==> src/rtl/rsa_pkg.sv <==
// Shared types and defaults for the RSA modular exponentiation unit.
package rsa_pkg;

    localparam int RSA_WIDTH_DEFAULT = 8;

    typedef enum logic [2:0] {
        IDLE = 3'd0,
        LOAD = 3'd1,
        MUL  = 3'd2,
        SQR  = 3'd3,
        DONE = 3'd4
    } rsa_exp_state_t;

endpackage

==> src/rtl/rsa_modmul.sv <==
// Interleaved shift-add/subtract modular multiplier: product = a*b mod n,
// one multiplier bit per cycle from the MSB, WIDTH cycles per operation.
module rsa_modmul #(
    parameter int WIDTH = 8
) (
    input  logic             clk,
    input  logic             rstb,
    input  logic             ena,
    input  logic             abort,
    input  logic             start,
    input  logic [WIDTH-1:0] a,
    input  logic [WIDTH-1:0] b,
    input  logic [WIDTH-1:0] n,
    output logic             done,
    output logic [WIDTH-1:0] product
);

    localparam int CW = $clog2(WIDTH);
    localparam logic [CW-1:0] LAST_IDX = CW'(WIDTH - 1);

    logic [WIDTH+1:0] acc_q, acc_d;
    logic [CW-1:0]    cnt_q, cnt_d;
    logic             busy_q, busy_d;

    logic [WIDTH+1:0] acc_in, n_ext, sum0, sum1, sum2;
    logic [CW-1:0]    idx;
    logic             run;

    // start processes the first (MSB) bit in the same cycle with acc taken as 0,
    // so a phase occupies exactly WIDTH cycles with no setup cycle.
    always_comb begin
        run    = start | busy_q;
        acc_in = start ? '0 : acc_q;
        idx    = start ? LAST_IDX : cnt_q;
        n_ext  = {2'b00, n};
        sum0   = {acc_in[WIDTH:0], 1'b0} + (b[idx] ? {2'b00, a} : '0);
        sum1   = (sum0 >= n_ext) ? sum0 - n_ext : sum0;
        sum2   = (sum1 >= n_ext) ? sum1 - n_ext : sum1;
        done   = run && (idx == '0);
        product = sum2[WIDTH-1:0];

        acc_d  = acc_q;
        cnt_d  = cnt_q;
        busy_d = busy_q;
        if (run) begin
            acc_d  = sum2;
            cnt_d  = idx - CW'(1);
            busy_d = (idx != '0);
        end
    end

    always_ff @(posedge clk) begin
        if (!rstb) begin
            acc_q  <= '0;
            cnt_q  <= '0;
            busy_q <= 1'b0;
        end else if (ena) begin
            if (abort) begin
                acc_q  <= '0;
                cnt_q  <= '0;
                busy_q <= 1'b0;
            end else begin
                acc_q  <= acc_d;
                cnt_q  <= cnt_d;
                busy_q <= busy_d;
            end
        end
    end

endmodule

==> src/rtl/rsa_exp_unit.sv <==
// RSA exponentiation responder: ciphertext = M^E mod N, right-to-left square-and-multiply.
// Build option RSA_CONST_TIME_EN: run MUL for every exponent bit (fixed latency).
module rsa_exp_unit
    import rsa_pkg::*;
#(
    parameter int WIDTH = RSA_WIDTH_DEFAULT
) (
    input  logic             clk,
    input  logic             rstb,
    input  logic             ena,
    input  logic             en_rsa,
    input  logic             rst_rsa,
    input  logic [WIDTH-1:0] plaintext,
    input  logic [WIDTH-1:0] exponent,
    input  logic [WIDTH-1:0] modulus,
    output logic [WIDTH-1:0] ciphertext,
    output logic             eoc_rsa_unit,
    output logic             err
);

    localparam int CW = $clog2(WIDTH);
    localparam logic [CW-1:0] LAST_IDX = CW'(WIDTH - 1);
`ifdef RSA_CONST_TIME_EN
    localparam bit CONST_TIME = 1'b1;
`else
    localparam bit CONST_TIME = 1'b0;
`endif

    rsa_exp_state_t   state_q, state_d;
    logic [WIDTH-1:0] m_q, m_d, e_q, e_d, n_q, n_d;
    logic [WIDTH-1:0] res_q, res_d, base_q, base_d;
    logic [CW-1:0]    idx_q, idx_d;
    logic             start_q, start_d;
    logic [WIDTH-1:0] ct_q, ct_d;
    logic             eoc_q, eoc_d, err_q, err_d;

    logic             mm_done;
    logic [WIDTH-1:0] mm_a, mm_prod;

    assign mm_a = (state_q == MUL) ? res_q : base_q;

    rsa_modmul #(.WIDTH(WIDTH)) u_modmul (
        .clk     (clk),
        .rstb    (rstb),
        .ena     (ena),
        .abort   (~rst_rsa),
        .start   (start_q),
        .a       (mm_a),
        .b       (base_q),
        .n       (n_q),
        .done    (mm_done),
        .product (mm_prod)
    );

    always_comb begin
        state_d = state_q;
        m_d     = m_q;
        e_d     = e_q;
        n_d     = n_q;
        res_d   = res_q;
        base_d  = base_q;
        idx_d   = idx_q;
        start_d = 1'b0;
        ct_d    = ct_q;
        eoc_d   = eoc_q;
        err_d   = err_q;

        if (!rst_rsa) begin
            state_d = IDLE;
            ct_d    = '0;
            eoc_d   = 1'b0;
            err_d   = 1'b0;
        end else begin
            case (state_q)
                IDLE: begin
                    eoc_d = 1'b0;
                    if (en_rsa) begin
                        m_d     = plaintext;
                        e_d     = exponent;
                        n_d     = modulus;
                        state_d = LOAD;
                    end
                end
                LOAD: begin
                    ct_d = '0;
                    if (n_q < WIDTH'(2) || m_q >= n_q) begin
                        err_d   = 1'b1;
                        state_d = DONE;
                    end else begin
                        err_d   = 1'b0;
                        res_d   = WIDTH'(1);
                        base_d  = m_q;
                        idx_d   = '0;
                        start_d = 1'b1;
                        state_d = (CONST_TIME || e_q[0]) ? MUL : SQR;
                    end
                end
                MUL: begin
                    if (mm_done) begin
                        // In constant-time mode the product of a zero bit is dropped.
                        if (e_q[0]) res_d = mm_prod;
                        start_d = 1'b1;
                        state_d = SQR;
                    end
                end
                SQR: begin
                    if (mm_done) begin
                        base_d = mm_prod;
                        if (idx_q == LAST_IDX) begin
                            ct_d    = res_q;
                            state_d = DONE;
                        end else begin
                            idx_d   = idx_q + CW'(1);
                            e_d     = e_q >> 1;
                            start_d = 1'b1;
                            state_d = (CONST_TIME || e_q[1]) ? MUL : SQR;
                        end
                    end
                end
                DONE: begin
                    // eoc is shown for at least one cycle even if en_rsa already dropped.
                    if (!en_rsa && eoc_q) begin
                        eoc_d   = 1'b0;
                        state_d = IDLE;
                    end else begin
                        eoc_d = 1'b1;
                    end
                end
                default: state_d = IDLE;
            endcase
        end
    end

    always_ff @(posedge clk) begin
        if (!rstb) begin
            state_q <= IDLE;
            m_q     <= '0;
            e_q     <= '0;
            n_q     <= '0;
            res_q   <= '0;
            base_q  <= '0;
            idx_q   <= '0;
            start_q <= 1'b0;
            ct_q    <= '0;
            eoc_q   <= 1'b0;
            err_q   <= 1'b0;
        end else if (ena) begin
            state_q <= state_d;
            m_q     <= m_d;
            e_q     <= e_d;
            n_q     <= n_d;
            res_q   <= res_d;
            base_q  <= base_d;
            idx_q   <= idx_d;
            start_q <= start_d;
            ct_q    <= ct_d;
            eoc_q   <= eoc_d;
            err_q   <= err_d;
        end
    end

    assign ciphertext   = ct_q;
    assign eoc_rsa_unit = eoc_q;
    assign err          = err_q;

endmodule
==> config.mk <==
export PLATFORM = sky130hd
export DESIGN_NAME = rsa_exp_unit
export DESIGN_NICKNAME = d
export VERILOG_FILES = /design/src/rtl/rsa_pkg.sv /design/src/rtl/rsa_modmul.sv /design/src/rtl/rsa_exp_unit.sv
export SDC_FILE = /design/constraint.sdc
export NUM_CORES = 1
export LEC_CHECK = 0
export ABC_AREA = 1
export BUFFER_PORTS_ARGS = -buffer_cell sky130_fd_sc_hd__buf_4
export CAP_MARGIN = 20
export CELL_PAD_IN_SITES_DETAIL_PLACEMENT = 0
export CELL_PAD_IN_SITES_GLOBAL_PLACEMENT = 2
export CORE_MARGIN = 5
export CORE_UTILIZATION = 34
export DETAILED_ROUTE_END_ITERATION = 6
export PLACE_DENSITY_LB_ADDON = 0.1
export SKIP_CTS_REPAIR_TIMING = 1
export SYNTH_ARGS = -nofsm -noshare
export SYNTH_HDL_FRONTEND = slang
export SYNTH_SLANG_ARGS = --single-unit
==> constraint.sdc <==
create_clock -name clk -period 6.15 [get_ports clk]
set_clock_uncertainty 0.2 [all_clocks]
set_input_delay 1.23 -clock clk [delete_from_list [all_inputs] [get_ports clk]]
set_output_delay 1.23 -clock clk [all_outputs]
set_load 0.005 [all_outputs]
* Word level (Yosys, flattened, before mapping)
Index checks and enable logic that the tools add are counted.
Operators by class: add/sub/neg operators 5, equality and inequality tests 20, $lt $le $gt $ge 5, reduce and logical (&&, ||, !) cells 20, multiplexer cells 55, bitwise gates (word level) 1
Operators by type and width (count):
- 2-to-1 mux 8 bit | 13
- one-hot mux 8 bit (2 select lines) | 4
- 2-to-1 mux 3 bit | 13
- 2-to-1 mux 9 bit | 4
- greater-or-equal comparator 10 x 8 -> 1 bit | 2
- AND reduction 6 bit | 3
- 2-to-1 mux 1 bit | 15
- != test 3 bit, second input constant | 5
- one-hot mux 3 bit (5 select lines) | 1
- != test 2 bit, second input constant | 6
- adder 10 bit | 1
- 2-to-1 mux 10 bit | 1
- AND reduction 5 bit | 2
- subtractor 10 x 8 -> 10 bit | 1
- subtractor 9 x 8 -> 9 bit | 1
- greater-or-equal comparator 8 bit | 1
- < comparator 8 x 2 -> 1 bit, second input constant | 1
- AND reduction 4 bit | 2
- equality test 3 x 2 -> 1 bit, second input constant | 2
- equality test 3 bit, second input constant | 2
- logical NOT 3 bit | 2
- != test 3 x 1 -> 1 bit, second input constant | 2
- one-hot mux 3 bit (2 select lines) | 1
- AND reduction 2 bit | 3
- 14 further kinds | 18
Storage, ports and cells: logic and storage cells 120, bits of input ports 29, bits in registers 70, output and inout port bits 10

* Logic depth before layout (Yosys ltp)
depth after elaboration 12, mapped depth 43, depth with buffers taken out 42

* Hierarchy
From an unflattened synthesis, not the netlist that was laid out.
Second synthesis, totals: cells, all modules 827, area total of the unflattened synthesis 5357.6 um^2
By module, submodules not included:
- rsa_exp_unit | area each 3078.0 um^2, sequential area each 1141.1 um^2, instances 1, cells each 466
- rsa_modmul | area each 2279.7 um^2, sequential area each 260.2 um^2, instances 1, cells each 361

* Least setup slack after synthesis
No wires, ideal clock.
path kind reg-to-reg, start register state_q[2], end register res_q[0], arrival time 5.099 ns, setup time 0.109 ns, path buffers 2, data required time 5.841 ns, stages on the path, launching flop included 38, slack 0.742 ns, clock period less this slack 5.408 ns, cell sequence dfxtp_1 -> buf_2 -> nor2_1 -> nand2_1 -> clkbuf_1 -> o21ai_0 -> nand2_1 -> fa_1 -> inv_1 -> nand2_1 -> a21oi_2 -> nand3_1 -> nand2_1 -> xnor2_1 -> inv_1 -> ha_1 -> nand2_1 -> inv_1 -> [... 2 more ...] -> nor2_1 -> nand2_2 -> nor2_8 -> nand2_1 -> nand2_1 -> inv_1 -> ha_1 -> nand2_1 -> nand2_1 -> o21ai_0 -> o211ai_1 -> a21o_1 -> nor2_8 -> nand3_1 -> nand2_1 -> nand2_1 -> nand2_1 -> inv_1
On the way: longest elaborated chain between the ends 11, elaborated cells between the ends (all ways) 19, classes of those cells 3 x add/sub; 2 x order compare; 5 x eq/ne; 7 x mux; 2 x reduce/logical
RTL lines:
- start, declared | line rsa_exp_unit.sv:29 | rsa_exp_state_t state_q, state_d;
- start signal, assigned | line rsa_exp_unit.sv:148 | state_q <= state_d;
- equality test 3 x 2 -> 1 bit | line rsa_exp_unit.sv:40, rsa_exp_unit.sv:74
- 2-to-1 mux 8 bit | line rsa_exp_unit.sv:40 | assign mm_a = (state_q == MUL) ? res_q : base_q;
- 2-to-1 mux 8 bit | line rsa_modmul.sv:36 | sum0 = {acc_in[WIDTH:0], 1'b0} + (b[idx] ? {2'b00, a} : '0);
- adder 10 bit | line rsa_modmul.sv:36
- subtractor 10 x 8 -> 10 bit or greater-or-equal comparator 10 x 8 -> 1 bit (tied branches) | line rsa_modmul.sv:37 | sum1 = (sum0 >= n_ext) ? sum0 - n_ext : sum0;
- 2-to-1 mux 10 bit | line rsa_modmul.sv:37
- subtractor 9 x 8 -> 9 bit or greater-or-equal comparator 10 x 8 -> 1 bit (tied branches) | line rsa_modmul.sv:38 | sum2 = (sum1 >= n_ext) ? sum1 - n_ext : sum1;
- 2-to-1 mux 9 bit | line rsa_modmul.sv:38
- 2-to-1 mux 8 bit | line rsa_exp_unit.sv:101 | if (e_q[0]) res_d = mm_prod;
- 2-to-1 mux 8 bit | line rsa_exp_unit.sv:99 | if (mm_done) begin
- one-hot mux 8 bit (2 select lines) | line rsa_exp_unit.sv:74 | case (state_q)
- end signal, assigned | line rsa_exp_unit.sv:152 | res_q <= res_d;
- end, declared | line rsa_exp_unit.sv:31 | logic [WIDTH-1:0] res_q, res_d, base_q, base_d;
Several ways; a longest one is shown, not always the timed one. The select of a mux whose other input is x is not followed. A chain may end at the register's enable or synchronous reset.

* Worst setup path in the final report
start register u_modmul.cnt_q[0], end register res_q[0]
On the way: longest elaborated chain between the ends 12, elaborated cells between the ends (all ways) 18, classes of those cells 3 x add/sub; 2 x order compare; 1 x eq/ne; 9 x mux; 3 x reduce/logical
RTL lines:
- start, declared | line rsa_modmul.sv:22 | logic [CW-1:0] cnt_q, cnt_d;
- start signal, assigned | line rsa_modmul.sv:64 | cnt_q <= cnt_d;
- 2-to-1 mux 3 bit (*) | line rsa_modmul.sv:34 | idx = start ? LAST_IDX : cnt_q;
- binary-select mux 1 bit (select 3 bit) | line rsa_modmul.sv:36
- 2-to-1 mux 1 bit (implied by the code) | line rsa_modmul.sv:36
- 2-to-1 mux 8 bit | line rsa_modmul.sv:36
- adder 10 bit | line rsa_modmul.sv:36
- subtractor 10 x 8 -> 10 bit or greater-or-equal comparator 10 x 8 -> 1 bit (tied branches) | line rsa_modmul.sv:37
- 2-to-1 mux 10 bit | line rsa_modmul.sv:37
- subtractor 9 x 8 -> 9 bit or greater-or-equal comparator 10 x 8 -> 1 bit (tied branches) | line rsa_modmul.sv:38
- 2-to-1 mux 9 bit | line rsa_modmul.sv:38
- 2-to-1 mux 8 bit | line rsa_exp_unit.sv:101
- 2-to-1 mux 8 bit | line rsa_exp_unit.sv:99
- one-hot mux 8 bit (2 select lines) | line rsa_exp_unit.sv:74
Every way passes the cells marked *; elsewhere a longest branch is shown, timed or not. The select of a mux whose other input is x is not followed.

==> results.md <==
- Summed negative setup slack over all endpoints: 0 ps
- Number of I/O pins: 39
- Critical path class: flop to flop
- Total number of clock tree sinks: 70
- Clock latency reported for the late side of the worst-skew pair: 340 ps
- First-pass GRT wire length: 23460 um
- Vias in the first global route: 4536
- CTS root buf: clkbuf_16
- Fraction of final layout cells sized beyond drive strength 1: 0.1763
- Count of non-filler cells in the finished layout: 957
- Gp weighted congestion: 0.8596
- Post-layout nets: 839
- Dominant cells by area after synthesis: dfxtp_1, nand2_1, a21oi_1, ha_1, inv_1
- Average via count per standard cell: 5.020
- Largest driver fanout on the critical path: 6
- First-iteration detailed-routing DRC count: 326
- Cell accounting for the most synthesized area: dfxtp_1
- Capturing element type of the critical path: flop
- # setup viols final: 0
- Post-synth cell types: 44
- TritonCTS clock tree: done
- Diodes inserted: 0
- Cell with the biggest individual delay on the critical path: dfxtp_2
- Fraction of synthesized cell area taken by the top area cell type: 0.2873
- Total of max-cap violations: 0
- Proportion of register bits with asynchronous set or reset after synthesis: 0
- DIE HEIGHT: 129.8 um
- Status: finished, final reports clean
- Top cells by count, synth: nand2_1, a21oi_1, inv_1, dfxtp_1, nor2_1
- CTS max path bufs: 2
- Arrival time worst endpoint: 5800 ps
- Portion of the clock cycle consumed by the worst path in the final layout: 0.9353
- Layout overhead on the synthesized area: 20.01%
- HPWL after DPL: 11460 um
- Maximum vdd ir drop: 0.0001461 V
- Number of search-and-repair iterations in the first detailed-routing pass: 4
- Reg2reg setup slack: 400 ps
- Number of nets produced by synthesis: 796
- Effective utilization at floorplan: 0.3487
- Hold Vio Cnt, Final: 0
- Count of buffering cells on the critical path with inverters included: 8
- DRC violation count after routing: 0
- Htree depth: 3
- Worst EP required: 6200 ps
- Synth Warn #: 0
- Number of antenna violations at the first check in global routing: 0
- Highest cell delay on the worst timing path: 350 ps
- Ys flop type: dfxtp_1
- Crit path top cell by count: nand2_1
- X dimension of the die: 129.8 um
- Post-detailed-route wirelength per cell: 15.30 um
- Pin count of the biggest net entering global routing: 36
- Syn Inst Count: 729
- Number of pins exceeding their max-slew limit in the final report: 0
- F_max: 173.9 MHz
- Clock transition at path regs: 60 ps
- Netlist Area Pre-Place: 4878 um2
- Total routing resource utilization after global routing: 0.1777
- Number of cells in the design after placement: 935
- Final critical path time including I/O delays and setup: 5752 ps
- Fillers: 1535
- Per-instance average area after synthesis: 6.692 um2
- Count of input and output buffers: 38
- Std-Cell Core Area: 13990 um2
- Slew HR: 0.3336
- Setup repair after global routing missed its margin: yes
- Yosys reg bits: 70
- Total gr overflow: 0
- Number of cell rows: 43
- Cell with the most instances after synthesis: nand2_1
- Part of the Yosys area used for sequential elements: 0.2873
- Die Outline Area: 16840 um2
- Number of vias after detailed routing: 4804
- Total power per unit cell area: 268.0 nW/um2
- Type of origin of the critical path: flop
- Leak: 2.627 nW
- Total detailed-routing wirelength: 14640 um
- Number of buffers created by CTS: 9
- Slew of the pin with the lowest slew margin: 996.0 ps
- Number of flops mapped to enable cells by yosys: 0
- Worst hold path type: flop to flop
- Antenna-violating nets left: 0
- Largest delay share family, worst path: simple AND/OR/NAND/NOR gates
report_power, final:
part | leakage, nW | total [W] | internal (W) | switching [W]
Combinational | 1.92 | 0.000590 | 0.000217 | 0.000373
Sequential | 0.569 | 0.000478 | 0.000468 | 0.00000989
Clock | 0.138 | 0.000501 | 0.000294 | 0.000207
cells by family after synthesis:
| kind of cell | Yosys count | synth area share |
|---|---|---|
| flops | 70 | 0.2873 |
| xor+xnor | 16 | 0.02873 |
| buf+inv | 108 | 0.08566 |
| fa+ha+maj | 38 | 0.1021 |
| compound gates | 157 | 0.1783 |
| simple gates | 340 | 0.3180 |
state kept, by name (all words and copies together), names as in the netlist, 3 cells and up:
| name | cells |
|---|---|
| res_q | 8 |
| u_modmul.cnt_q | 3 |
| e_q | 8 |
| state_q | 3 |
| ciphertext | 8 |
| n_q | 8 |
| m_q | 8 |
| base_q | 8 |
| u_modmul.acc_q | 9 |
| idx_q | 3 |
final timing paths:
path	startpoint	end	cells past startpoint
max	u_modmul.cnt_q[0]	res_q[0]	40
min	u_modmul.acc_q[4]	u_modmul.acc_q[4]	2
max reg2reg	u_modmul.cnt_q[0]	res_q[0]	40
min reg2reg	u_modmul.acc_q[4]	u_modmul.acc_q[4]	2
placed cells by master, fill, tap and decap left out, types with 5 or more instances in the layout:
| master | n |
|---|---|
| nand2_1 | 168 |
| a21oi_1 | 85 |
| inv_1 | 84 |
| dfxtp_1 | 68 |
| nand3_1 | 51 |
| buf_4 | 51 |
| nor2_1 | 50 |
| o21ai_0 | 36 |
| ha_1 | 30 |
| nand2_2 | 18 |
| a31oi_1 | 12 |
| nor3_1 | 10 |
| nor2_2 | 10 |
| xnor2_1 | 9 |
| clkbuf_16 | 9 |
| a21oi_2 | 7 |
| xor2_1 | 7 |
| nand4_1 | 6 |
| nor2_4 | 5 |
tightest hold or removal path: cells and delay by family (launching register included):
kind               cells  cell delay [ps]
and+or+nand+nor        1               60
AOI/OAI and AO/OA      1               50
DFF                    1              310
cell type report:
cell class | instances | area [um2] | share of cell area
multi-input cells | 553 | 3229 | 0.5516
clock buffers | 11 | 252.7 | 0.04317
flip-flops and latches | 70 | 1404 | 0.2398
clock inverters | 5 | 33.78 | 0.005770
repair buffers | 51 | 382.9 | 0.06540
well taps | 180 | 225.2 | 0.03847
inverters | 87 | 326.6 | 0.05578
metrics by stage:
stage / util / power (W) / cell area [um2] / hold slack (ps) / worst slack [ps]
after detailed placement: 0.3835 / 0.001015 / 5365 / 256.3 / 71.49
after floorplan: - / 0.0008759 / 4878 / 240.9 / 742.0
after CTS: 0.4040 / 0.001521 / 5652 / 265.6 / 44.12
after global routing: 0.4185 / 0.001660 / 5854 / 280.7 / -69.34
final: 0.4185 / 0.001569 / 5854 / 261.2 / 398.1
after global placement: 0.3835 / 0.001016 / 5365 / 252.0 / 149.5
per-layer routing:
metal	up-vias	track usage	wire length (um)
met2	76	0.2769	6552
met1	2215	0.2517	7325
met4	0	0.05562	289
li1	2489	-	-
met3	24	0.02947	472
met5	-	0	0
Note: power is estimated with default switching activity, not from simulation.
